`src/rtl/udp_tx_pkg.sv`:
```
// Shared types and constants for the UDP transmit framer.
// Header offsets are byte positions within the 42-byte Ethernet/IPv4/UDP header.
package udp_tx_pkg;

  typedef enum logic [2:0] {
    IDLE,
    CSUM0,
    CSUM1,
    HDR,
    PAYLOAD,
    PAD
  } state_t;

  localparam logic [10:0] HDR_LEN   = 11'd42;
  localparam logic [10:0] MIN_FRAME = 11'd60;

  localparam logic [15:0] ETHERTYPE_IPV4 = 16'h0800;
  localparam logic [7:0]  IP_VER_IHL     = 8'h45;
  localparam logic [7:0]  IP_PROTO_UDP   = 8'h11;
  localparam logic [15:0] IP_FLAGS_DF    = 16'h4000;

  localparam logic [10:0] OFF_DST_MAC   = 11'd0;
  localparam logic [10:0] OFF_SRC_MAC   = 11'd6;
  localparam logic [10:0] OFF_ETHERTYPE = 11'd12;
  localparam logic [10:0] OFF_VER_IHL   = 11'd14;
  localparam logic [10:0] OFF_TOS       = 11'd15;
  localparam logic [10:0] OFF_TOT_LEN   = 11'd16;
  localparam logic [10:0] OFF_IDENT     = 11'd18;
  localparam logic [10:0] OFF_FLAGS     = 11'd20;
  localparam logic [10:0] OFF_TTL       = 11'd22;
  localparam logic [10:0] OFF_PROTO     = 11'd23;
  localparam logic [10:0] OFF_CSUM      = 11'd24;
  localparam logic [10:0] OFF_SRC_IP    = 11'd26;
  localparam logic [10:0] OFF_DST_IP    = 11'd30;
  localparam logic [10:0] OFF_SRC_PORT  = 11'd34;
  localparam logic [10:0] OFF_DST_PORT  = 11'd36;
  localparam logic [10:0] OFF_UDP_LEN   = 11'd38;
  localparam logic [10:0] OFF_UDP_CSUM  = 11'd40;

  // Byte 'pos' of a big-endian field 'width' bytes wide, right-aligned in 'value'.
  function automatic logic [7:0] be_byte(input logic [47:0] value,
                                         input logic [10:0] width,
                                         input logic [10:0] pos);
    logic [10:0] rev;
    logic [47:0] shifted;
    rev     = width - pos - 11'd1;
    shifted = value >> {rev, 3'b000};
    return shifted[7:0];
  endfunction

endpackage

```
`src/rtl/ipv4_csum.sv`:
```
// Two-cycle IPv4 header checksum: sum the header halfwords, then fold and invert.
// done is high in the fold cycle; csum holds the result from the following cycle on.
module ipv4_csum
  import udp_tx_pkg::*;
#(
  parameter logic [7:0]  TTL    = 8'd64,
  parameter logic [31:0] SRC_IP = 32'hC0A8010A,
  parameter logic [31:0] DST_IP = 32'hC0A80101
) (
  input  logic        tx_clk,
  input  logic        rst,
  input  logic        start,
  input  logic [15:0] tot_len,
  input  logic [15:0] ident,
  output logic        done,
  output logic [15:0] csum
);

  logic [31:0] sum_q;
  logic        phase_q;
  logic [31:0] word_sum;
  logic [16:0] fold1;
  logic [15:0] fold2;

  assign word_sum = {16'h0, IP_VER_IHL, 8'h00} + {16'h0, tot_len} + {16'h0, ident}
                  + {16'h0, IP_FLAGS_DF} + {16'h0, TTL, IP_PROTO_UDP}
                  + {16'h0, SRC_IP[31:16]} + {16'h0, SRC_IP[15:0]}
                  + {16'h0, DST_IP[31:16]} + {16'h0, DST_IP[15:0]};

  // Second fold cannot carry out: a carry from the first leaves at most 0xFFFE below it.
  assign fold1 = {1'b0, sum_q[15:0]} + {1'b0, sum_q[31:16]};
  assign fold2 = fold1[15:0] + {15'h0, fold1[16]};

  always_ff @(posedge tx_clk) begin
    if (rst) begin
      sum_q   <= '0;
      phase_q <= 1'b0;
      csum    <= '0;
    end else begin
      phase_q <= start;
      if (start)
        sum_q <= word_sum;
      if (phase_q)
        csum <= ~fold2;
    end
  end

  assign done = phase_q;

endmodule

```
`src/rtl/udp_tx_framer.sv`:
```
// Ethernet/IPv4/UDP frame builder feeding the MII MAC transmit FIFO.
// Emits a 42-byte header, passes the payload through unregistered, then pads to 60 bytes.
module udp_tx_framer
  import udp_tx_pkg::*;
#(
  parameter logic [47:0] SRC_MAC     = 48'h02_00_00_00_00_01,
  parameter logic [47:0] DST_MAC     = 48'hFF_FF_FF_FF_FF_FF,
  parameter logic [31:0] SRC_IP      = 32'hC0A8010A,
  parameter logic [31:0] DST_IP      = 32'hC0A80101,
  parameter logic [15:0] SRC_PORT    = 16'd5000,
  parameter logic [15:0] DST_PORT    = 16'd5001,
  parameter logic [7:0]  TTL         = 8'd64,
  parameter logic [10:0] MAX_PAYLOAD = 11'd1472
) (
  input  logic        tx_clk,
  input  logic        rst,
  input  logic        req_valid,
  output logic        req_ready,
  input  logic [10:0] req_len,
  input  logic [7:0]  pl_data,
  input  logic        pl_valid,
  output logic        pl_ready,
  output logic [7:0]  mac_data,
  output logic        mac_sop,
  output logic        mac_eop,
  output logic        mac_err,
  output logic        mac_wren,
  input  logic        mac_rdy,
  output logic        busy,
  output logic [7:0]  drop_count
);

  state_t      state, next_state;
  logic [10:0] len_q;
  logic [10:0] cnt;
  logic [15:0] ident;
  logic [7:0]  drop_q;

  logic        req_bad;
  logic [15:0] tot_len;
  logic [15:0] udp_len;
  logic [10:0] pl_end;
  logic        needs_pad;
  logic        hdr_last, pl_last, pad_last;
  logic        csum_done;
  logic [15:0] csum;

  logic [47:0] fld;
  logic [10:0] fld_width;
  logic [10:0] fld_off;
  logic [7:0]  hdr_byte;

  assign req_bad   = (req_len == 11'd0) || (req_len > MAX_PAYLOAD);
  assign tot_len   = {5'b0, len_q} + 16'd28;
  assign udp_len   = {5'b0, len_q} + 16'd8;
  assign pl_end    = HDR_LEN + len_q - 11'd1;
  assign needs_pad = (HDR_LEN + len_q) < MIN_FRAME;
  assign hdr_last  = (cnt == HDR_LEN - 11'd1);
  assign pl_last   = (cnt == pl_end);
  assign pad_last  = (cnt == MIN_FRAME - 11'd1);

  ipv4_csum #(
    .TTL    (TTL),
    .SRC_IP (SRC_IP),
    .DST_IP (DST_IP)
  ) u_csum (
    .tx_clk  (tx_clk),
    .rst     (rst),
    .start   (state == CSUM0),
    .tot_len (tot_len),
    .ident   (ident),
    .done    (csum_done),
    .csum    (csum)
  );

  always_ff @(posedge tx_clk) begin
    if (rst)
      state <= IDLE;
    else
      state <= next_state;
  end

  always_comb begin
    next_state = state;
    case (state)
      IDLE:    if (req_valid && !req_bad) next_state = CSUM0;
      CSUM0:   next_state = CSUM1;
      CSUM1:   if (csum_done) next_state = HDR;
      HDR:     if (mac_wren && hdr_last) next_state = PAYLOAD;
      PAYLOAD: if (mac_wren && pl_last) next_state = needs_pad ? PAD : IDLE;
      PAD:     if (mac_wren && pad_last) next_state = IDLE;
      default: next_state = IDLE;
    endcase
  end

  always_comb begin
    req_ready = 1'b0;
    busy      = 1'b1;
    mac_wren  = 1'b0;
    pl_ready  = 1'b0;
    mac_sop   = 1'b0;
    mac_eop   = 1'b0;
    mac_data  = 8'h00;
    case (state)
      IDLE: begin
        req_ready = 1'b1;
        busy      = 1'b0;
      end
      HDR: begin
        mac_wren = mac_rdy;
        mac_sop  = (cnt == 11'd0);
        mac_data = hdr_byte;
      end
      PAYLOAD: begin
        mac_wren = pl_valid & mac_rdy;
        pl_ready = mac_rdy;
        mac_eop  = pl_last && !needs_pad;
        mac_data = pl_data;
      end
      PAD: begin
        mac_wren = mac_rdy;
        mac_eop  = pad_last;
      end
      default: ;
    endcase
  end

  // Pick the header field covering the current byte; be_byte extracts its big-endian byte.
  always_comb begin
    fld       = '0;
    fld_width = 11'd2;
    fld_off   = OFF_UDP_CSUM;
    if (cnt < OFF_SRC_MAC) begin
      fld = DST_MAC;                          fld_width = 11'd6; fld_off = OFF_DST_MAC;
    end else if (cnt < OFF_ETHERTYPE) begin
      fld = SRC_MAC;                          fld_width = 11'd6; fld_off = OFF_SRC_MAC;
    end else if (cnt < OFF_VER_IHL) begin
      fld = {32'h0, ETHERTYPE_IPV4};          fld_width = 11'd2; fld_off = OFF_ETHERTYPE;
    end else if (cnt < OFF_TOS) begin
      fld = {40'h0, IP_VER_IHL};              fld_width = 11'd1; fld_off = OFF_VER_IHL;
    end else if (cnt < OFF_TOT_LEN) begin
      fld = '0;                               fld_width = 11'd1; fld_off = OFF_TOS;
    end else if (cnt < OFF_IDENT) begin
      fld = {32'h0, tot_len};                 fld_width = 11'd2; fld_off = OFF_TOT_LEN;
    end else if (cnt < OFF_FLAGS) begin
      fld = {32'h0, ident};                   fld_width = 11'd2; fld_off = OFF_IDENT;
    end else if (cnt < OFF_TTL) begin
      fld = {32'h0, IP_FLAGS_DF};             fld_width = 11'd2; fld_off = OFF_FLAGS;
    end else if (cnt < OFF_PROTO) begin
      fld = {40'h0, TTL};                     fld_width = 11'd1; fld_off = OFF_TTL;
    end else if (cnt < OFF_CSUM) begin
      fld = {40'h0, IP_PROTO_UDP};            fld_width = 11'd1; fld_off = OFF_PROTO;
    end else if (cnt < OFF_SRC_IP) begin
      fld = {32'h0, csum};                    fld_width = 11'd2; fld_off = OFF_CSUM;
    end else if (cnt < OFF_DST_IP) begin
      fld = {16'h0, SRC_IP};                  fld_width = 11'd4; fld_off = OFF_SRC_IP;
    end else if (cnt < OFF_SRC_PORT) begin
      fld = {16'h0, DST_IP};                  fld_width = 11'd4; fld_off = OFF_DST_IP;
    end else if (cnt < OFF_DST_PORT) begin
      fld = {32'h0, SRC_PORT};                fld_width = 11'd2; fld_off = OFF_SRC_PORT;
    end else if (cnt < OFF_UDP_LEN) begin
      fld = {32'h0, DST_PORT};                fld_width = 11'd2; fld_off = OFF_DST_PORT;
    end else if (cnt < OFF_UDP_CSUM) begin
      fld = {32'h0, udp_len};                 fld_width = 11'd2; fld_off = OFF_UDP_LEN;
    end
    hdr_byte = be_byte(fld, fld_width, cnt - fld_off);
  end

  // The byte counter spans the whole frame; ident advances once the last byte is taken.
  always_ff @(posedge tx_clk) begin
    if (rst) begin
      len_q  <= '0;
      cnt    <= '0;
      ident  <= '0;
      drop_q <= '0;
    end else begin
      if (state == IDLE && req_valid) begin
        len_q <= req_len;
        if (req_bad && drop_q != 8'hFF)
          drop_q <= drop_q + 8'd1;
      end
      if (state == CSUM1)
        cnt <= '0;
      else if (mac_wren)
        cnt <= cnt + 11'd1;
      if (mac_wren && mac_eop)
        ident <= ident + 16'd1;
    end
  end

  assign drop_count = drop_q;
  assign mac_err    = 1'b0;

endmodule
```
`config.mk`:
```
export PLATFORM = sky130hd
export DESIGN_NAME = udp_tx_framer
export DESIGN_NICKNAME = d
export VERILOG_FILES = /design/src/rtl/udp_tx_pkg.sv /design/src/rtl/ipv4_csum.sv /design/src/rtl/udp_tx_framer.sv
export SDC_FILE = /design/constraint.sdc
export NUM_CORES = 1
export LEC_CHECK = 0
export BUFFER_PORTS_ARGS = -buffer_cell sky130_fd_sc_hd__buf_2
export CAP_MARGIN = 20
export CORE_MARGIN = 2
export CORE_UTILIZATION = 40
export CTS_CLUSTER_DIAMETER = 40
export DETAILED_ROUTE_END_ITERATION = 6
export GPL_ROUTABILITY_DRIVEN = 0
export GPL_TIMING_DRIVEN = 1
export SLEW_MARGIN = 30
export SYNTH_ARGS = -nofsm -noshare
export SYNTH_HDL_FRONTEND = slang
export SYNTH_SLANG_ARGS = --single-unit
```
`constraint.sdc`:
```
create_clock -name tx_clk -period 8.7 [get_ports tx_clk]
set_clock_uncertainty 0.15 [all_clocks]
set_input_delay 1.74 -clock tx_clk [delete_from_list [all_inputs] [get_ports tx_clk]]
set_output_delay 1.74 -clock tx_clk [all_outputs]
set_load 0.03 [all_outputs]
```
* Word-level counts from Yosys, hierarchy flattened
Cells that the tools add are included.
Storage, ports and cells: input port bits 24, logic and storage cells 140, register bits 98, output and inout bits 23
Operators by class: add/subtract/negate cells 20, eq/ne operators 14, muxes and demuxes 59, reduce and logical (&&, ||, !) cells 18, bitwise gates (word level) 2, shift-type cells 1, $lt $le $gt $ge 18
Operators by type and width (number):
- 2-to-1 mux 32 bit | 11
- less-than comparator 11 x 5 -> 1 bit (second input constant) | 8
- 2-to-1 mux 6 bit | 13
- adder 32 x 15 -> 32 bit (second input constant) | 2
- adder 32 x 16 -> 32 bit (second input constant) | 2
- adder 32 x 9 -> 32 bit (second input constant) | 2
- 2-to-1 mux 3 bit | 19
- less-than comparator 11 x 6 -> 1 bit (second input constant) | 5
- 2-to-1 mux 48 bit | 1
- >> shifter 48 x 14 -> 8 bit | 1
- 2-to-1 mux 42 bit | 1
- less-than comparator 11 x 4 -> 1 bit (second input constant) | 3
- adder 32 x 16 -> 32 bit | 1
- 2-to-1 mux 13 bit | 2
- == test 11 x 6 -> 1 bit (second input constant) | 2
- zero test 11 bit | 2
- subtractor 11 x 1 -> 11 bit (second input constant) | 2
- subtractor 11 bit | 2
- case mux 3 bit (6 select lines) | 1
- adder 16 x 16 -> 17 bit | 1
- adder 15 x 12 -> 16 bit (first input constant) | 1
- adder 16 x 1 -> 16 bit | 1
- adder 16 x 1 -> 16 bit (second input constant) | 1
- NOT 16 bit | 1
- other kinds (27) | 47

* Logic depth before layout (Yosys ltp)
Gate-level depths: netlist of run 1.
word-level depth 22, depth in mapped cells 20, depth with buffers taken out 18

* Hierarchy
A second synthesis of run 1 with hierarchy kept.
Second synthesis, totals: cell total of the unflattened synthesis 1008, area, all modules 7762.4 um2
Modules (own cells, without submodules):
- udp_tx_framer | sequential area each 980.9 um2, instances 1, area an instance 4769.6 um2, cells an instance 656
- ipv4_csum | sequential area each 720.7 um2, instances 1, area an instance 2992.9 um2, cells an instance 352

* Least setup slack after synthesis of run 1
No wires, ideal clock.
path type register to output, start register cnt[7], end output port mac_data[5], stages on the path, launching flop included 21, required time 6.810 ns, buffers on the path 3, arrival time 5.116 ns, setup slack 1.694 ns, cells stage by stage dfxtp_1 -> buf_2 -> or4_1 -> clkbuf_1 -> nor3_1 -> clkbuf_1 -> nand2_1 -> a21oi_1 -> nor2_1 -> fa_1 -> inv_1 -> fa_1 -> a21o_1 -> a21oi_1 -> o21bai_1 -> a21oi_1 -> mux2i_1 -> nand3_1 -> nor3_1 -> o21bai_1 -> o21ai_0
Between the ends: cells in the longest elaborated chain, start to end 22, elaborated cells between the ends (all ways) 66
Ends and longest elaborated chain:
- from (decl) | line udp_tx_framer.sv:35 | logic [10:0] cnt;
- from (signal assigned) | line udp_tx_framer.sv:185 | cnt <= cnt + 11'd1;
- less-than comparator 11 x 6 -> 1 bit | line udp_tx_framer.sv:163 | end else if (cnt < OFF_UDP_CSUM) begin
- 2-to-1 mux 4 bit | line udp_tx_framer.sv:163
- 2-to-1 mux 4 bit | line udp_tx_framer.sv:161 | end else if (cnt < OFF_UDP_LEN) begin
- 2-to-1 mux 4 bit | line udp_tx_framer.sv:159 | end else if (cnt < OFF_DST_PORT) begin
- 2-to-1 mux 6 bit | line udp_tx_framer.sv:157 | end else if (cnt < OFF_SRC_PORT) begin
- 2-to-1 mux 6 bit | line udp_tx_framer.sv:155 | end else if (cnt < OFF_DST_IP) begin
- 2-to-1 mux 6 bit | line udp_tx_framer.sv:153 | end else if (cnt < OFF_SRC_IP) begin
- 2-to-1 mux 6 bit | line udp_tx_framer.sv:151 | end else if (cnt < OFF_CSUM) begin
- [6 not listed]
- 2-to-1 mux 6 bit | line udp_tx_framer.sv:137 | end else if (cnt < OFF_VER_IHL) begin
- 2-to-1 mux 6 bit | line udp_tx_framer.sv:135 | end else if (cnt < OFF_ETHERTYPE) begin
- 2-to-1 mux 6 bit | line udp_tx_framer.sv:133 | if (cnt < OFF_SRC_MAC) begin
- subtractor 11 bit | line udp_tx_framer.sv:166 | hdr_byte = be_byte(fld, fld_width, cnt - fld_off);
- subtractor 11 bit | line udp_tx_pkg.sv:46 | rev = width - pos - 11'd1;
- subtractor 11 x 1 -> 11 bit | line udp_tx_pkg.sv:46
- >> shifter 48 x 14 -> 8 bit (*) | line udp_tx_pkg.sv:47 | shifted = value >> {rev, 3'b000};
- case mux 8 bit (2 select lines) (*) | line udp_tx_framer.sv:104 | case (state)
- to (decl) | line udp_tx_framer.sv:23 | output logic [7:0] mac_data,
Mark *: on every way between the ends. The rest lies on a longest branch, timed or not.

* Worst setup path in the final report of run 1
start register cnt[3], end output port mac_data[2]
The elaborated chain is that of the path after synthesis.

==> results.yml, run 1 <==
final_layout:
  final_cell_area_um2: 8480
  layout-drive-gt1-share_pct: 9.34
  area_delta_synth_final_pct: 8.05
  antenna_cells: 0
  fin_nets: 1141
floorplan:
  dieArea_um2: 20800
  core_area_um2: 19300
  die-width_um: 144
  start_util_pct: 40.6
  boundaryPins: 47
  rows: 51
  fp.dieH_um: 144
clocking:
  cts_resized: 0
  cts_tree: "yes"
  h-tree-depth: 3
  clock_latency_ps: 350
  cts_setup_buffers: 0
  ctsHoldBuffers: 0
  cts_buffers: 9
  cts.path.max_buffers: 2
  clock_sinks: 84
  clk_pin_slew_ps: 70
  clock-root-buffer: "clkbuf_16"
detailed_routing:
  vias_per_cell: 5.70
  drtPass1Iterations: 5
  ant_nets: 0
  drtIter0Drc: 501
  totalWireLength_um: 23200
  drc_errors: 0
  vias: 7554
  wl_per_cell_um: 17.5
critical_path:
  cpMostUsedCell: "a21oi_1"
  critPathArrivalTime_ps: 5770
  rr_worst_depth: 15
  r2r-end: "u_csum.sum_q[16]"
  reg2reg_slack_ps: 4010
  crit_end: "mac_data[2]"
  cp_max_fo: 23
  path_cells: "clkinv_1, nor2_1, nand2_1, a21oi_1, nor2_1, fa_1, inv_1, fa_1, a21o_1, a21oi_1, o21bai_1, a21oi_1, mux2i_1, nand3_1, a211o_1, nor4_1, a211o_1, buf_2"
  path_class: "reg2out"
  cp-start-kind: "flip-flop"
  startpoint: "cnt[3]"
  slowest_stage: "dfxtp_1"
  cp_slowest_stage_delay_ps: 820
  crit_required_ps: 6810
  cp-end-kind: "output port"
  r2r_start: "len_q[4]"
sta:
  worstMarginPinSlew_ps: 937
  finalHoldViolCount: 0
  slew_headroom_pct: 37.4
  setup_viol: 0
  finalSetupTns_ps: 0
  period_needed_ps: 7660
  fmax_mhz: 131
  period_share_pct: 88.0
  rsz0062_at_grt: "false"
  maxSlewViolCount: 0
power:
  p_int_w: 0.000700
  pwr-share-clk_pct: 36.2
  switching_share_pct: 33.4
  p_comb_share_pct: 22.2
  leakage_nw: 3.34
  powerDensity_nw_per_um2: 124
  power_w: 0.00105
  ir_drop_mv: 0.0916
  seqPwrFrac_pct: 41.7
  p_switching_w: 0.000352
yosys:
  synthesis.instances: 1058
  syn_area_per_cell_um2: 7.42
  synth_edf_count: 0
  seq_area_frac_synth_pct: 21.4
  syn_area_um2: 7850
  synth_ff_type: "dfxtp_1"
  yosys.cell_count.top_type: "nand2_1"
  synth_nets: 1144
  yosysTopAreaCell: "dfxtp_1"
  synth.distinct_cells: 81
  ys_warn_count: 0
  async_flop_share_pct: 0
  synthTopCellsByArea: "dfxtp_1 (21%), ha_1 (8.9%), nand2_1 (6.0%)"
  synth_commonest_cells: "nand2_1 (126), nor2_1 (110), dfxtp_1 (84)"
  ys_ff_latch: 84
  synth_top_area_share_pct: 21.4
place:
  portBuffers: 45
  dpl_cell_area_um2: 8200
  hpwl_um: 17600
global_routing:
  grt_pass1_wl_um: 37100
  grt_overflow_total: 0
  grt_pass1_vias: 6857
  grt_max_degree: 82
  track_usage_pct: 22.8
  grt_antenna_before_repair: 0
flow_run:
  drv_cap: 0
hold_path:
  min_path_type: "reg2reg"
outcome:
  status: "finished, final reports clean"
==> metal layers <==
metal | global-route usage (%) | wire length (um) | up-vias
met5 | 0 | 0 | -
met4 | 7.53 | 663 | 0
met3 | 3.51 | 1160 | 36
met2 | 36.6 | 10400 | 220
met1 | 31.1 | 10900 | 3514
li1 | - | - | 3784
==> placed cells by master (no fill, tap or decap), drive strengths merged, types with 9 or more instances in the layout <==
| master | count |
|---|---|
| buf | 54 |
| dfxtp | 84 |
| nand4 | 14 |
| a21oi | 82 |
| or3 | 17 |
| ha | 56 |
| a211oi | 17 |
| inv | 49 |
| nor3 | 31 |
| o21ai | 50 |
| nor2b | 13 |
| mux2i | 9 |
| nor2 | 110 |
| xnor2 | 53 |
| clkbuf | 11 |
| and3 | 14 |
| and2 | 11 |
| a21o | 14 |
| nand2 | 127 |
| a31oi | 10 |
| xor2 | 30 |
| nand3 | 32 |
| mux2 | 11 |
| o31ai | 10 |
| nor4 | 16 |
==> kinds of logic (layout without fill, tap and decap cells) <==
logic type / Yosys count / in the layout / share of synthesized area, %
multiplexers: 20 / 20 / 2.73
buffers and inverters: 116 / 118 / 5.96
flip-flops: 84 / 84 / 21.4
AO/OA/AOI/OAI: 268 / 268 / 23.3
AND/OR/NAND/NOR: 421 / 421 / 25.9
other: 1 / 1 / 0.0478
XOR/XNOR: 86 / 86 / 10.1
adder cells (fa/ha/maj): 62 / 62 / 10.5
==> sequential cells by signal, indices dropped and copies added (netlist names) <==
register      flops
len_q            11
u_csum.csum      16
u_csum.done       1
state             3
drop_count        8
ident            16
u_csum.sum_q     18
cnt              11
==> through the flow <==
stage	setup WS [ps]	hold WS [ps]	utilization, %	instances
global placement	1640	322	42.4	1309
detailed placement	1500	326	42.4	1309
global route	545	353	43.9	1325
CTS	1100	336	43.9	1325
finish	1040	333	43.9	1325
floorplan	1690	291	-	1058
==> power groups by stage <==
stage                     logic, W  registers (W)  clock network [W]
final                     0.000233       0.000438           0.000380
after global routing      0.000264       0.000441           0.000404
after CTS                 0.000234       0.000437           0.000390
after detailed placement  0.000231       0.000446                  0
after global placement    0.000232       0.000446                  0
after floorplan           0.000189       0.000423                  0
==> worst max-delay path, delay by kind of cell, from the launching register on <==
family	cells	cell delay, ps
compound gates	7	1400
simple gates	5	1280
fa+ha+maj	2	960
flops	1	820
buf+inv	3	710
mux	1	240
==> how the worst min path moves through the flow <==
stage | startpoint | endpoint | slack (ps) | cells past startpoint
final | u_csum.sum_q[0] | u_csum.sum_q[0] | 330 | 2
after global routing | u_csum.sum_q[0] | u_csum.sum_q[0] | 350 | 2
after CTS | u_csum.sum_q[0] | u_csum.sum_q[0] | 340 | 2
after detailed placement | u_csum.sum_q[0] | u_csum.sum_q[0] | 330 | 2
after global placement | u_csum.sum_q[0] | u_csum.sum_q[0] | 320 | 2
after floorplan | u_csum.sum_q[0] | u_csum.sum_q[0] | 290 | 2
==> layout make-up <==
class / instances / area [um^2]
Tap cell: 265 / 332
Inverter: 48 / 180
Multi-Input combinational cell: 858 / 5710
Fill cell: 2022 / 10900
Clock inverter: 5 / 41.3
Sequential cell: 84 / 1680
Timing Repair Buffer: 54 / 293
Clock buffer: 11 / 243
Power figures use the tool's default switching activity.
==> run 2, diff against run 1 <==
- SYNTH_HIERARCHICAL: not set -> 1
==> run 2 against run 1 <==
  * Final cell count is 3.2% lower
  * Global-route usage is 0.70 points lower
  * Combinational power grew to 2.7 times the previous value
  * Non-clock buffer count fell by 3
  * Synthesized cell count down 4.7%
  * Die area down 1.1%
  * Critical path type unchanged
  * Critical endpoint is now mac_data[3]
==> results.yml, run 2 <==
outcome:
  status: "finished, final reports clean"
clocking:
  cts.path.max_buffers: 2
  cts_tree: "yes"
  ctsHoldBuffers: 0
  cts_resized: 0
  cts_setup_buffers: 0
  clock-root-buffer: "clkbuf_16"
  clk_pin_slew_ps: 70
  clock_latency_ps: 360
  cts_buffers: 9
  h-tree-depth: 3
  clock_sinks: 85
final_layout:
  layout-drive-gt1-share_pct: 9.88
  regMostFlops: "u_csum/sum_q"
  antenna_cells: 0
  largest_reg_flops: 19
  area_delta_synth_final_pct: 9.09
  layout_common_cells: "nand2_1 (94), nor2_1 (88), dfxtp_1 (85)"
  layout.cells.most_common: "nand2_1"
  fin_nets: 1106
  largest_registers: "u_csum/sum_q: 19 flops, ident: 16 flops, u_csum/csum: 16 flops"
floorplan:
  rows: 50
  start_util_pct: 41.1
  fp.dieH_um: 143
  dieArea_um2: 20500
  core_area_um2: 18900
  die-width_um: 143
  boundaryPins: 47
power:
  power_w: 0.00160
  ir_drop_mv: 0.0896
  powerDensity_nw_per_um2: 189
  leakage_nw: 3.31
hold_path:
  holdPathStages: 2
  min_to: "u_csum/csum[2]"
  hold_path.startpoint: "u_csum/csum[2]"
  min_path_type: "reg2reg"
yosys:
  seq_area_frac_synth_pct: 21.9
  ys_warn_count: 6
  syn_area_um2: 7760
  synth_top_area_share_pct: 21.9
  synth_edf_count: 0
  yosysTopAreaCell: "dfxtp_1"
  synth_ff_type: "dfxtp_1"
  synth.distinct_cells: 95
  yosys.cell_count.top_type: "nand2_1"
  async_flop_share_pct: 0
  ys_ff_latch: 85
  synthesis.instances: 1008
  synthTopCellsByArea: "dfxtp_1 (22%), ha_1 (9.5%), xnor2_1 (5.3%)"
  syn_area_per_cell_um2: 7.70
  synth_commonest_cells: "nand2_1 (94), nor2_1 (89), dfxtp_1 (85)"
critical_path:
  critical-path-top-delay-family: "simple AND/OR/NAND/NOR gates"
  crit_required_ps: 6810
  cp-start-kind: "flip-flop"
  crit_buf_inv: 4
  cp-end-kind: "output port"
  cp_max_fo: 18
  critPathArrivalTime_ps: 5880
  r2r_start: "len_q[3]"
  reg2reg_slack_ps: 4050
  cpMostUsedCell: "a21oi_1"
  path_cells: "or4_1, nor3_2, buf_4, nand2_1, a21oi_1, nor2_1, fa_1, inv_1, fa_1, a21o_1, a21oi_1, o21bai_1, a21oi_1, mux2_2, nor4_1, buf_4, nor3b_2, a2bb2oi_1, a21o_1, buf_2"
  path_class: "reg2out"
  slowest_stage: "or4_1"
  r2r-end: "u_csum/sum_q[14]"
  cp_slowest_stage_delay_ps: 640
  rr_worst_depth: 14
global_routing:
  track_usage_pct: 22.1
  grt_antenna_before_repair: 0
  grt_max_degree: 47
  grt_pass1_wl_um: 36000
  grt_pass1_vias: 6739
  grt_overflow_total: 0
sta:
  setup_viol: 0
  worstMarginPinSlew_ps: 750
  fmax_mhz: 129
  finalHoldViolCount: 0
  rsz0062_at_grt: "false"
  period_needed_ps: 7770
  maxSlewViolCount: 0
  period_share_pct: 89.3
  finalSetupTns_ps: 0
  slew_headroom_pct: 50.0
detailed_routing:
  vias: 7391
  totalWireLength_um: 22400
  wl_per_cell_um: 17.4
  drtPass1Iterations: 5
  drc_errors: 0
  drtIter0Drc: 566
  ant_nets: 0
  vias_per_cell: 5.77
place:
  hpwl_um: 17000
  portBuffers: 45
flow_run:
  drv_cap: 0
run 2: worst max-delay path by stage:
stage          startpoint     endpoint  slack (ps)  cells after the start
2_1_floorplan      cnt[8]  mac_data[6]        1140                     17
3_3_place_gp       cnt[8]  mac_data[3]        1080                     20
3_5_place_dp       cnt[8]  mac_data[3]        1280                     20
4_1_cts            cnt[8]  mac_data[3]         880                     20
5_1_grt            cnt[8]  mac_data[3]         480                     20
6_report           cnt[8]  mac_data[3]         930                     20
run 2: where the power goes:
group,switching [W],internal [W]
Combinational,0.000373,0.000246
Sequential,0.000106,0.000445
Clock,0.000175,0.000254
run 2: area by class of cell:
cell class	instances	area, um^2
clock buffers	10	229
clock inverters	6	93.8
fillers	1911	10400
inverters	60	225
multi-input cells	810	5620
flip-flops and latches	85	1700
well taps	260	325
repair buffers	51	270
run 2: per-layer routing:
layer / part of all wire [%] / GRT usage, %
met1: 48 / 30.8
met2: 45 / 35.7
met3: 5.1 / 3.10
met4: 1.7 / 5.93
met5: 0 / 0
run 2: stage by stage:
stage	cells	setup slack [ps]	util, %	hold WS [ps]	area [um^2]
floorplan	1012	1140	-	295	7780
global placement	1266	1080	43.1	326	8140
detailed placement	1266	1280	43.1	335	8140
CTS	1282	880	44.8	344	8470
global route	1282	479	44.8	365	8470
finish	1282	929	44.8	336	8470
run 2: cell families (layout without fill, tap and decap cells):
kind of cell | count (synthesis) | in the layout | synth area share [%]
AND/OR/NAND/NOR | 368 | 368 | 24.5
buffers and inverters | 117 | 127 | 6.00
flip-flops | 85 | 85 | 21.9
multiplexers | 13 | 13 | 1.71
adder cells (fa/ha/maj) | 65 | 65 | 11.1
XOR/XNOR | 79 | 79 | 9.11
other | 1 | 5 | 0.0483
AO/OA/AOI/OAI | 280 | 280 | 25.7
run 2: worst reg2reg max path, delay by kind of cell, from the launching register on:
family	cells	cell delay [ps]
adder cells (fa/ha/maj)	3	900
flip-flops	1	710
XOR/XNOR	1	300
buffers and inverters	1	250
AO/OA/AOI/OAI	6	1830
AND/OR/NAND/NOR	3	380
